File: config.mk
export PLATFORM = sky130hd
export DESIGN_NAME = vec_pack_arbiter
export DESIGN_NICKNAME = d
export VERILOG_FILES = /design/src/rtl/vec_mem_pkg.sv /design/src/rtl/vec_lane_acc.sv /design/src/rtl/vec_pack_arbiter.sv
export SDC_FILE = /design/constraint.sdc
export NUM_CORES = 2
export LEC_CHECK = 0
export BUFFER_PORTS_ARGS = -buffer_cell sky130_fd_sc_hd__buf_4
export CORE_UTILIZATION = 40
export CTS_CLUSTER_DIAMETER = 50
export DETAILED_ROUTE_END_ITERATION = 7
export PLACE_DENSITY_LB_ADDON = 0.3
export REMOVE_ABC_BUFFERS = 1
export SLEW_MARGIN = 20
export SYNTH_ARGS = -nofsm -noshare
export SYNTH_HDL_FRONTEND = slang
export SYNTH_SLANG_ARGS = --single-unit
File: constraint.sdc
create_clock -name clk -period 3.8 [get_ports clk]
set_input_delay 0.38 -clock clk [delete_from_list [all_inputs] [get_ports clk]]
set_output_delay 0.38 -clock clk [all_outputs]
set_load 0.02 [all_outputs]
File: src/rtl/vec_mem_pkg.sv
// Shared definitions for the vector write packer.
//
// Purpose : lane/word/vector/address widths, the pending-slot state
//           encoding and a helper that assembles a vector from lane words
//           with invalid lanes forced to zero.
// Ports   : none (package).
package vec_mem_pkg;

    localparam int LANES  = 8;
    localparam int WORD_W = 32;
    localparam int VEC_W  = 256;
    localparam int ADDR_W = 16;
    localparam int LANE_W = $clog2(LANES);

    // Pending slot: EMPTY (nothing held), PEND (holding a packed line,
    // competing with the pipeline), FORCE (starved; wins next cycle).
    typedef enum logic [1:0] {
        SLOT_EMPTY = 2'd0,
        SLOT_PEND  = 2'd1,
        SLOT_FORCE = 2'd2
    } slot_state_t;

    // Lane k lands in bits [32k+31:32k]; lanes whose mask bit is clear are
    // written as zero so stale accumulator contents never reach the RAM.
    function automatic logic [VEC_W-1:0] pack_lanes(
        input logic [LANES-1:0][WORD_W-1:0] words,
        input logic [LANES-1:0]             mask
    );
        logic [VEC_W-1:0] vec;
        vec = '0;
        for (int k = 0; k < LANES; k++) begin
            if (mask[k]) begin
                vec[k*WORD_W +: WORD_W] = words[k];
            end
        end
        return vec;
    endfunction

endpackage

File: src/rtl/vec_lane_acc.sv
// Scalar-to-vector lane accumulator.
//
// Purpose : collects 32-bit scalar writes into one 8-lane vector line,
//           tracks per-lane valid bits and decides when the line must move
//           to the arbiter's pending slot (line full, address change, flush).
// Ports   :
//   clk, rst_n            clock, asynchronous active-low reset
//   s_we, s_addr, s_data  scalar write stream (word address)
//   flush                 push any valid lanes out as a partial line
//   slot_free             pending slot can take a line this cycle
//                         (empty, or being drained in this same cycle)
//   s_stall               scalar write refused this cycle
//   move                  line handed to the pending slot this cycle
//   move_addr, move_data  vector address and zero-filled line being moved
//   acc_busy              at least one lane valid
module vec_lane_acc
    import vec_mem_pkg::*;
(
    input  logic              clk,
    input  logic              rst_n,
    input  logic              s_we,
    input  logic [ADDR_W-1:0] s_addr,
    input  logic [WORD_W-1:0] s_data,
    input  logic              flush,
    input  logic              slot_free,
    output logic              s_stall,
    output logic              move,
    output logic [ADDR_W-1:0] move_addr,
    output logic [VEC_W-1:0]  move_data,
    output logic              acc_busy
);

    logic [LANES-1:0][WORD_W-1:0] data_q;
    logic [LANES-1:0][WORD_W-1:0] merged_data;
    logic [LANES-1:0]             valid_q;
    logic [LANES-1:0]             merged_valid;
    logic [LANES-1:0]             lane_bit;
    logic [ADDR_W-1:0]            addr_q;
    logic [ADDR_W-1:0]            wr_vaddr;
    logic [ADDR_W-1:0]            line_addr;
    logic [LANE_W-1:0]            wr_lane;
    logic                         acc_empty;
    logic                         addr_hit;
    logic                         merge_wr;
    logic                         addr_change;
    logic                         move_req;
    logic                         accept;

    assign wr_lane  = s_addr[LANE_W-1:0];
    assign wr_vaddr = s_addr >> LANE_W;

    // The "merged" view is the line as it would look with this cycle's write
    // folded in. On an address change the write does not merge, so the
    // merged view is just the old line -- which is exactly what must move.
    // That lets one datapath serve every move reason, and makes a flush
    // coincident with a write carry the new word out with the line.
    always_comb begin
        acc_empty    = (valid_q == '0);
        addr_hit     = acc_empty || (wr_vaddr == addr_q);
        merge_wr     = s_we && addr_hit;
        addr_change  = s_we && !addr_hit;
        lane_bit     = '0;
        lane_bit[wr_lane] = 1'b1;
        merged_valid = valid_q;
        merged_data  = data_q;
        if (merge_wr) begin
            merged_valid          = valid_q | lane_bit;
            merged_data[wr_lane]  = s_data;
        end
        line_addr = acc_empty ? wr_vaddr : addr_q;
        move_req  = addr_change
                 || (merged_valid == '1)
                 || (flush && (merged_valid != '0));
        // A move that cannot land stalls a write outright (nothing is
        // applied). A flush without a write simply waits: flush is a level
        // and takes effect on the first cycle the slot can accept.
        s_stall   = s_we && move_req && !slot_free;
        move      = move_req && slot_free;
        accept    = s_we && !s_stall;
    end

    assign move_addr = line_addr;
    assign move_data = pack_lanes(merged_data, merged_valid);
    assign acc_busy  = !acc_empty;

    always_ff @(posedge clk or negedge rst_n) begin
        if (!rst_n) begin
            valid_q <= '0;
            data_q  <= '0;
            addr_q  <= '0;
        end else if (move) begin
            if (addr_change) begin
                // Old line leaves; the new word starts a fresh line.
                valid_q          <= lane_bit;
                data_q[wr_lane]  <= s_data;
                addr_q           <= wr_vaddr;
            end else begin
                valid_q <= '0;
            end
        end else if (accept) begin
            valid_q <= merged_valid;
            data_q  <= merged_data;
            addr_q  <= line_addr;
        end
    end

endmodule

File: src/rtl/vec_pack_arbiter.sv
// Vector RAM write port shared between the pipeline and a scalar packer.
//
// Purpose : scalar word writes are packed into 8-lane vector lines by
//           vec_lane_acc; completed lines wait in a one-entry pending slot
//           and compete with pipeline vector writes for the RAM port. The
//           pipeline normally wins; a line that loses STARVE_MAX times is
//           forced through on the next cycle.
// Ports   :
//   clk, rst_n                 clock, asynchronous active-low reset
//   s_we, s_addr, s_data       scalar write stream; s_stall refuses a write
//   flush                      push a partial line to the pending slot
//   v_we, v_addr, v_wdata      pipeline vector write; v_stall refuses it
//   ram_we, ram_addr, ram_wdata registered RAM write port
//   busy                       accumulator or pending slot holds data
//
// Handshake: a request (s_we / v_we) is taken on a rising edge when its
// stall output is low in that cycle; while stall is high the requester
// keeps the same request asserted and unchanged. Stalls are combinational
// and never depend on the requester's own data.
//
// STARVE_MAX must be at least 1.
module vec_pack_arbiter
    import vec_mem_pkg::*;
#(
    parameter int STARVE_MAX = 4
) (
    input  logic              clk,
    input  logic              rst_n,
    input  logic              s_we,
    input  logic [ADDR_W-1:0] s_addr,
    input  logic [WORD_W-1:0] s_data,
    output logic              s_stall,
    input  logic              flush,
    input  logic              v_we,
    input  logic [ADDR_W-1:0] v_addr,
    input  logic [VEC_W-1:0]  v_wdata,
    output logic              v_stall,
    output logic              ram_we,
    output logic [ADDR_W-1:0] ram_addr,
    output logic [VEC_W-1:0]  ram_wdata,
    output logic              busy
);

    localparam int                CNT_W      = $clog2(STARVE_MAX + 1);
    localparam logic [CNT_W-1:0]  STARVE_LIM = CNT_W'(STARVE_MAX);

    slot_state_t        slot_q;
    logic [CNT_W-1:0]   wait_q;
    logic [CNT_W-1:0]   wait_next;
    logic [ADDR_W-1:0]  pend_addr_q;
    logic [VEC_W-1:0]   pend_data_q;
    logic               grant_pipe;
    logic               grant_pack;
    logic               slot_free;
    logic               move;
    logic [ADDR_W-1:0]  move_addr;
    logic [VEC_W-1:0]   move_data;
    logic               acc_busy;

    // Pipeline has priority except in FORCE, where the starved line goes.
    assign grant_pipe = v_we && (slot_q != SLOT_FORCE);
    assign grant_pack = ((slot_q == SLOT_PEND) && !v_we) || (slot_q == SLOT_FORCE);
    assign v_stall    = v_we && (slot_q == SLOT_FORCE);
    // A slot being drained this cycle can be refilled in the same cycle, so
    // a line completing alongside the previous line's grant never stalls.
    assign slot_free  = (slot_q == SLOT_EMPTY) || grant_pack;
    assign wait_next  = wait_q + 1'b1;
    assign busy       = acc_busy || (slot_q != SLOT_EMPTY);

    vec_lane_acc u_acc (
        .clk       (clk),
        .rst_n     (rst_n),
        .s_we      (s_we),
        .s_addr    (s_addr),
        .s_data    (s_data),
        .flush     (flush),
        .slot_free (slot_free),
        .s_stall   (s_stall),
        .move      (move),
        .move_addr (move_addr),
        .move_data (move_data),
        .acc_busy  (acc_busy)
    );

    always_ff @(posedge clk or negedge rst_n) begin
        if (!rst_n) begin
            slot_q      <= SLOT_EMPTY;
            wait_q      <= '0;
            pend_addr_q <= '0;
            pend_data_q <= '0;
            ram_we      <= 1'b0;
            ram_addr    <= '0;
            ram_wdata   <= '0;
        end else begin
            // RAM port: one registered write per grant. Address and data
            // hold their last value in idle cycles; only ram_we qualifies.
            ram_we <= grant_pipe || grant_pack;
            if (grant_pipe) begin
                ram_addr  <= v_addr;
                ram_wdata <= v_wdata;
            end else if (grant_pack) begin
                ram_addr  <= pend_addr_q;
                ram_wdata <= pend_data_q;
            end

            if (move) begin
                pend_addr_q <= move_addr;
                pend_data_q <= move_data;
            end

            case (slot_q)
                SLOT_EMPTY: begin
                    wait_q <= '0;
                    if (move) begin
                        slot_q <= SLOT_PEND;
                    end
                end
                SLOT_PEND: begin
                    if (grant_pack) begin
                        wait_q <= '0;
                        slot_q <= move ? SLOT_PEND : SLOT_EMPTY;
                    end else begin
                        wait_q <= wait_next;
                        if (wait_next >= STARVE_LIM) begin
                            slot_q <= SLOT_FORCE;
                        end
                    end
                end
                SLOT_FORCE: begin
                    wait_q <= '0;
                    slot_q <= move ? SLOT_PEND : SLOT_EMPTY;
                end
                default: begin
                    wait_q <= '0;
                    slot_q <= SLOT_EMPTY;
                end
            endcase
        end
    end

endmodule

# [After elaboration in Yosys (flattened, before gate mapping)]
# Cells that the tools add are included.
[totals] ff_bits=830 latchBits=0 ram_bits=0 rom_bits=0 input_bits=325 word_cells=97 mem_count=0
[classes] addsub=1 mul=0 div_mod_pow=0 n_lt_le_gt_ge=3 n_eq_ne=8 n_shift=0 n_mux=36 bitwise=1 n_reduce_logical=31
[op_table] op="$mux W256" count=6
[op_table] op="$mux W32" count=9
[op_table] op="$bwmux W256" count=1
[op_table] op="$demux W32 S3" count=1
[op_table] op="$mux W16" count=6
[op_table] op="$mux W8" count=4
[op_table] op="$eq A13 B16 Y1" count=1
[op_table] op="$logic_and A1 B1 Y1" count=11
[op_table] op="$eq A8 B8 Y1 const B" count=1
[op_table] op="$logic_not A8 Y1" count=1
[op_table] op="$or A8 B8 Y8" count=1
[op_table] op="$reduce_bool A8 Y1" count=1
[op_table] op="$logic_or A1 B1 Y1" count=7
[op_table] op="$mux W2" count=3
[op_table] op="$mux W3" count=2
[op_table] op="$pmux W2 S3" count=1
[op_table] op="$reduce_bool A2 Y1" count=3
[op_table] op="$logic_not A1 Y1" count=5
[op_table] op="$lt A3 B4 Y1 const B" count=1
[op_table] op="$ne A2 B2 Y1 const B" count=2
[op_table] op="$reduce_and A2 Y1" count=2
[op_table] op="$add A3 B1 Y3 const B" count=1
[op_table] op="$demux W1 S3" count=1
[op_table] op="$ge A3 B1 Y1 const B" count=1
[op_table] op="other kinds (7)" count=8

# [Depth between registers and ports, before layout]
[logic_depth] depth_word=15 depth_mapped=13

# [Cells and area by module]
# Synthesis repeated with hierarchy kept, for this count alone.
[unflattened] cells_unflattened=4944 area_unflattened_um2=47805.8
[by_module_without_submodules] mod="vec_pack_arbiter" n_inst=1 cells_per_inst=3110 area_per_inst_um2=32581.2
[by_module_without_submodules] mod="vec_lane_acc" n_inst=1 cells_per_inst=1834 area_per_inst_um2=15224.6

# [Least setup slack after synthesis]
# OpenSTA, ideal clock, no wires.
[synth_path] kind="register to output" start="reg u_acc.addr_q[5]" end="out s_stall" t_arrival_ps=3275 slack_ps=145 path_stages_with_launch=12 path_buffers=3 path_cell_list="dfrtp_1 -> xor2_1 -> or4_1 -> o41a_1 -> buf_2 -> nor3_1 -> o22ai_1 -> nor4_2 -> clkbuf_1 -> clkbuf_1 -> nor2_1 -> nor3_1"
[synth_via] elab_chain_len=9 word_cells_on_any_way=13 cone_classes="eq/ne: 2; mux: 1; reduce/logical: 10"
[synth_rtl] item="from (decl)" line_no="vec_lane_acc.sv:38" rtl="logic [ADDR_W-1:0] addr_q;"
[synth_rtl] item="from (signal assigned)" line_no="vec_lane_acc.sv:96" rtl="addr_q <= wr_vaddr;"
[synth_rtl] item="from (signal assigned)" line_no="vec_lane_acc.sv:103" rtl="addr_q <= line_addr;"
[synth_rtl] item="$eq A13 B16 Y1 *" line_no="vec_lane_acc.sv:59" rtl="addr_hit = acc_empty || (wr_vaddr == addr_q);"
[synth_rtl] item="$logic_or A1 B1 Y1 *" line_no="vec_lane_acc.sv:59"
[synth_rtl] item="$logic_and A1 B1 Y1" line_no="vec_lane_acc.sv:60" rtl="merge_wr = s_we && addr_hit;"
[synth_rtl] item="$mux W8" line_no="vec_lane_acc.sv:66" rtl="if (merge_wr) begin"
[synth_rtl] item="$eq A8 B8 Y1 / $reduce_bool A8 Y1 (equally long branches)" line_no="vec_lane_acc.sv:72, vec_lane_acc.sv:73"
[synth_rtl] item="$logic_or A1 B1 Y1 / $logic_and A1 B1 Y1 (equally long branches)" line_no="vec_lane_acc.sv:72, vec_lane_acc.sv:73"
[synth_rtl] item="$logic_or A1 B1 Y1 *" line_no="vec_lane_acc.sv:73" rtl="|| (flush && (merged_valid != '0));"
[synth_rtl] item="$logic_and A1 B1 Y1 * (2 in a row)" line_no="vec_lane_acc.sv:77" rtl="s_stall = s_we && move_req && !slot_free;"
[synth_rtl] item="to (decl)" line_no="vec_pack_arbiter.sv:32" rtl="output logic s_stall,"
# Every way passes the cells marked *; elsewhere a longest branch is shown, timed or not.

# [Worst setup path in the final report]
# Ends and elaborated chain as after synthesis.

==> results.toml <==
[global_routing]
initial_antenna_violation_count = 5
global_route_wire_length_before_repair_um = 180000
via_count_of_the_first_global_routing_pass = 30400
grt_overflow = 0
grt_usage_pct = 24.7
grt_start_max_net_pins = 170

[detailed_routing]
totalWireLength_um = 118000
ant_nets = 0
num_vias = 30200
post_drt_wl_per_cell_um = 20.7
firstDrtPassIters = 6
detail_route.drc_violations = 0
routed_via_density = 5.29
drt_first_iter_violations = 2242

[floorplan]
die_x_um = 307
design.portCount = 601
design.die.area_um2 = 94600
initial_utilization_pct = 40.5
number_of_rows_created_at_floorplan = 111
core_area_um2 = 92100
die_extent_in_y_um = 307

[clock_network]
clk-insertion-delay-late_ns = 0.68
tritoncts.num_buffers = 105
clock-root-buffer = "sky130_fd_sc_hd__clkbuf_16"
number_of_levels_the_h_tree_was_split_into = 3
clock_tree.buffer_depth = 3
clk_pin_slew_ns = 0.05
cts.sinks = 830
clock_tree_from_tritoncts = "yes"

[sta]
fmax_ghz = 0.246
finalWorstSetupSlack_ns = -0.266
post-route-min-period_ns = 4.07
final_hold_violations = 0
setup_viol = 1
worst_pin_slew_ns = 1.08
final_worst_clock_skew_ns = 0.0296
final_period_utilization_pct = 107
rsz_0062_raised_after_global_routing = "yes"
finalMaxSlewViolations = 0
hold_slack_ns = 0.0973
relSlewSlack_pct = 27.9

[finish]
sequential_area_um2 = 20800
layout_commonest_cell = "sky130_fd_sc_hd__nand2_1"
final_area_um2 = 50000
area_added_between_synthesis_and_finish_pct = 34.0
post_layout_nonfiller_instances = 5720
multiInputGateArea_um2 = 15300
layout.cells.most_common_list = "sky130_fd_sc_hd__nand2_1 (1064), sky130_fd_sc_hd__dfrtp_1 (826), sky130_fd_sc_hd__buf_4 (667)"
drive_above_1_share_pct = 32.9
fin_nets = 4713
fill_cells = 7961

[synthesis]
synthCells = 3633
synth.distinct_cells = 36
synth-edff-count = 0
dominantRegCellSynth = "sky130_fd_sc_hd__dfrtp_1"
synth_sequential_area_ratio_pct = 55.6
netlist_area_um2 = 37300
yosys_warnings = 0
synth.avg_cell_area_um2 = 10.3
synth_largest_type_area_fraction_pct = 55.6
synth_async_sr_flop_share_pct = 100
yosys_register_bits = 830
ys_top_cells_by_area = "sky130_fd_sc_hd__dfrtp_1 (56%), sky130_fd_sc_hd__mux2_2 (15%), sky130_fd_sc_hd__nand2_1 (11%)"
yosys.area.top_type = "sky130_fd_sc_hd__dfrtp_1"

[pwr]
ir_worst_vdd_mv = 0.602
pwr_density_cell_nw_per_um2 = 772
p_leak_nw = 23.4

[placement]
gp_routability_congestion = 0.793
dp_worst_setup_slack_ns = -0.0146
dp.cells = 5227
io_buffers = 600
detailed_place_hpwl_um = 71200
placed_cell_area_um2 = 43300

[critical_path]
cp_top_delay_family = "simple AND/OR/NAND/NOR gates"
total_stage_count_of_the_critical_path = 13
worst-r2r-cell-count = 12
critPathArrivalTime_ns = 3.69
path_max_fanout = 8
crit_top_cell = "sky130_fd_sc_hd__buf_4"
cp_num_buf_inv = 5
critPathMaxStageDelay_ns = 0.42
cp_data_required_time_ns = 3.42
critical_path_start_end_classification = "register to primary output"
critPathCaptureType = "primary output"
critPathLaunchType = "register"
critical_path_top_delay_cell = "sky130_fd_sc_hd__o41a_1"
cp_cell_sequence = "xor2_1 > or4_1 > o41a_1 > buf_12 > buf_4 > nor2_4 > o22ai_2 > buf_4 > nor4_4 > buf_4 > nor2_4 > nor3_2 > buf_4"

[min_path]
hold_path.class = "input port to register"
hold_path_stages = 3

[outcome]
failed_checks = "negative setup slack"
run_status = "finished with violations"

[run]
cap_viol_max_count = 0
-- through the flow --
step | total power, W | TNS, ns | util, %
2_1_floorplan | 0.0196 | - | -
3_3_place_gp | 0.0274 | 0 | 47.0
3_5_place_dp | 0.0278 | -0.0682 | 47.0
4_1_cts | 0.0388 | -0.407 | 54.3
5_1_grt | 0.0406 | -0.494 | 54.3
6_report | 0.0387 | -0.266 | 54.3
-- Yosys cell counts, drive strengths merged (3+ instances only) --
| cell type | number |
|---|---|
| a21oi | 5 |
| a22oi | 272 |
| a31o | 64 |
| and2 | 5 |
| buf | 74 |
| clkbuf | 272 |
| dfrtp | 830 |
| inv | 11 |
| mux2 | 487 |
| nand2 | 1065 |
| nand3 | 135 |
| nand4 | 5 |
| nor2 | 19 |
| nor2b | 4 |
| nor3 | 13 |
| nor4 | 5 |
| o21ai | 331 |
| o22ai | 4 |
| o2bb2ai | 3 |
| xnor2 | 13 |
-- per-layer routing --
metal / up-vias / share of wire, % / track usage, %
li1: 14000 / - / -
met1: 15200 / 43 / 32.5
met2: 883 / 49 / 41.2
met3: 200 / 5.1 / 4.31
met4: 8 / 2.9 / 7.90
met5: - / 0.036 / 0
-- final timing paths --
kind	slack, ns	to	start
max	-0.27	s_stall	u_acc.addr_q[5]$_DFFE_PN0P_
min	0.1	pend_addr_q[5]$_DFFE_PN0P_	s_addr[8]
max reg2reg	0.08	u_acc.data_q[146]$_DFFE_PN0P_	u_acc.addr_q[5]$_DFFE_PN0P_
min reg2reg	0.43	wait_q[0]$_DFF_PN0_	wait_q[0]$_DFF_PN0_
max in group asynchronous	2.30	ram_addr[0]$_DFFE_PN0P_	rst_n
min in group asynchronous	0.39	u_acc.data_q[165]$_DFFE_PN0P_	rst_n
-- report_power, final --
part	total, W	switching (W)	internal, W
registers	0.0143	0.00194	0.0123
logic	0.0138	0.00728	0.00653
clock network	0.0106	0.00407	0.00650
-- cell families after synthesis --
kind of cell,share of synthesized area (%)
flops,55.6
mux,14.7
buf+inv,4.09
compound gates,11.8
simple gates,13.4
xor+xnor,0.328
fa+ha+maj,0.0335
-- worst min-delay path, stage by stage --
cell,delay (ns)
sky130_fd_sc_hd__buf_4,0.09
sky130_fd_sc_hd__mux2_2,0.13
sky130_fd_sc_hd__mux2_2,0.13
-- registers in the layout (all words and copies together) (netlist names) --
signal	flops
ram_addr	16
ram_we	1
u_acc.data_q	256
wait_q	3
pend_addr_q	16
u_acc.valid_q	8
ram_wdata	256
u_acc.addr_q	16
pend_data_q	256
slot_q	2
-- final cells by class --
type | instances | share of cell area, %
diodes | 4 | 0.0200
clock buffers | 141 | 5.94
clock inverters | 52 | 1.52
inverters | 11 | 0.0825
multi-input cells | 2446 | 30.5
flip-flops and latches | 830 | 41.5
well taps | 1243 | 3.11
repair buffers | 993 | 17.3
-- what timing repair did --
action	CTS	global route
hold endpoints to repair	340	0
setup buffers	6	3
endpoints found under the setup margin	1	224
pin swaps	10	7
resized for setup	7	3
hold buffers	287	0
No activity file was read; power rests on OpenSTA's default activity.
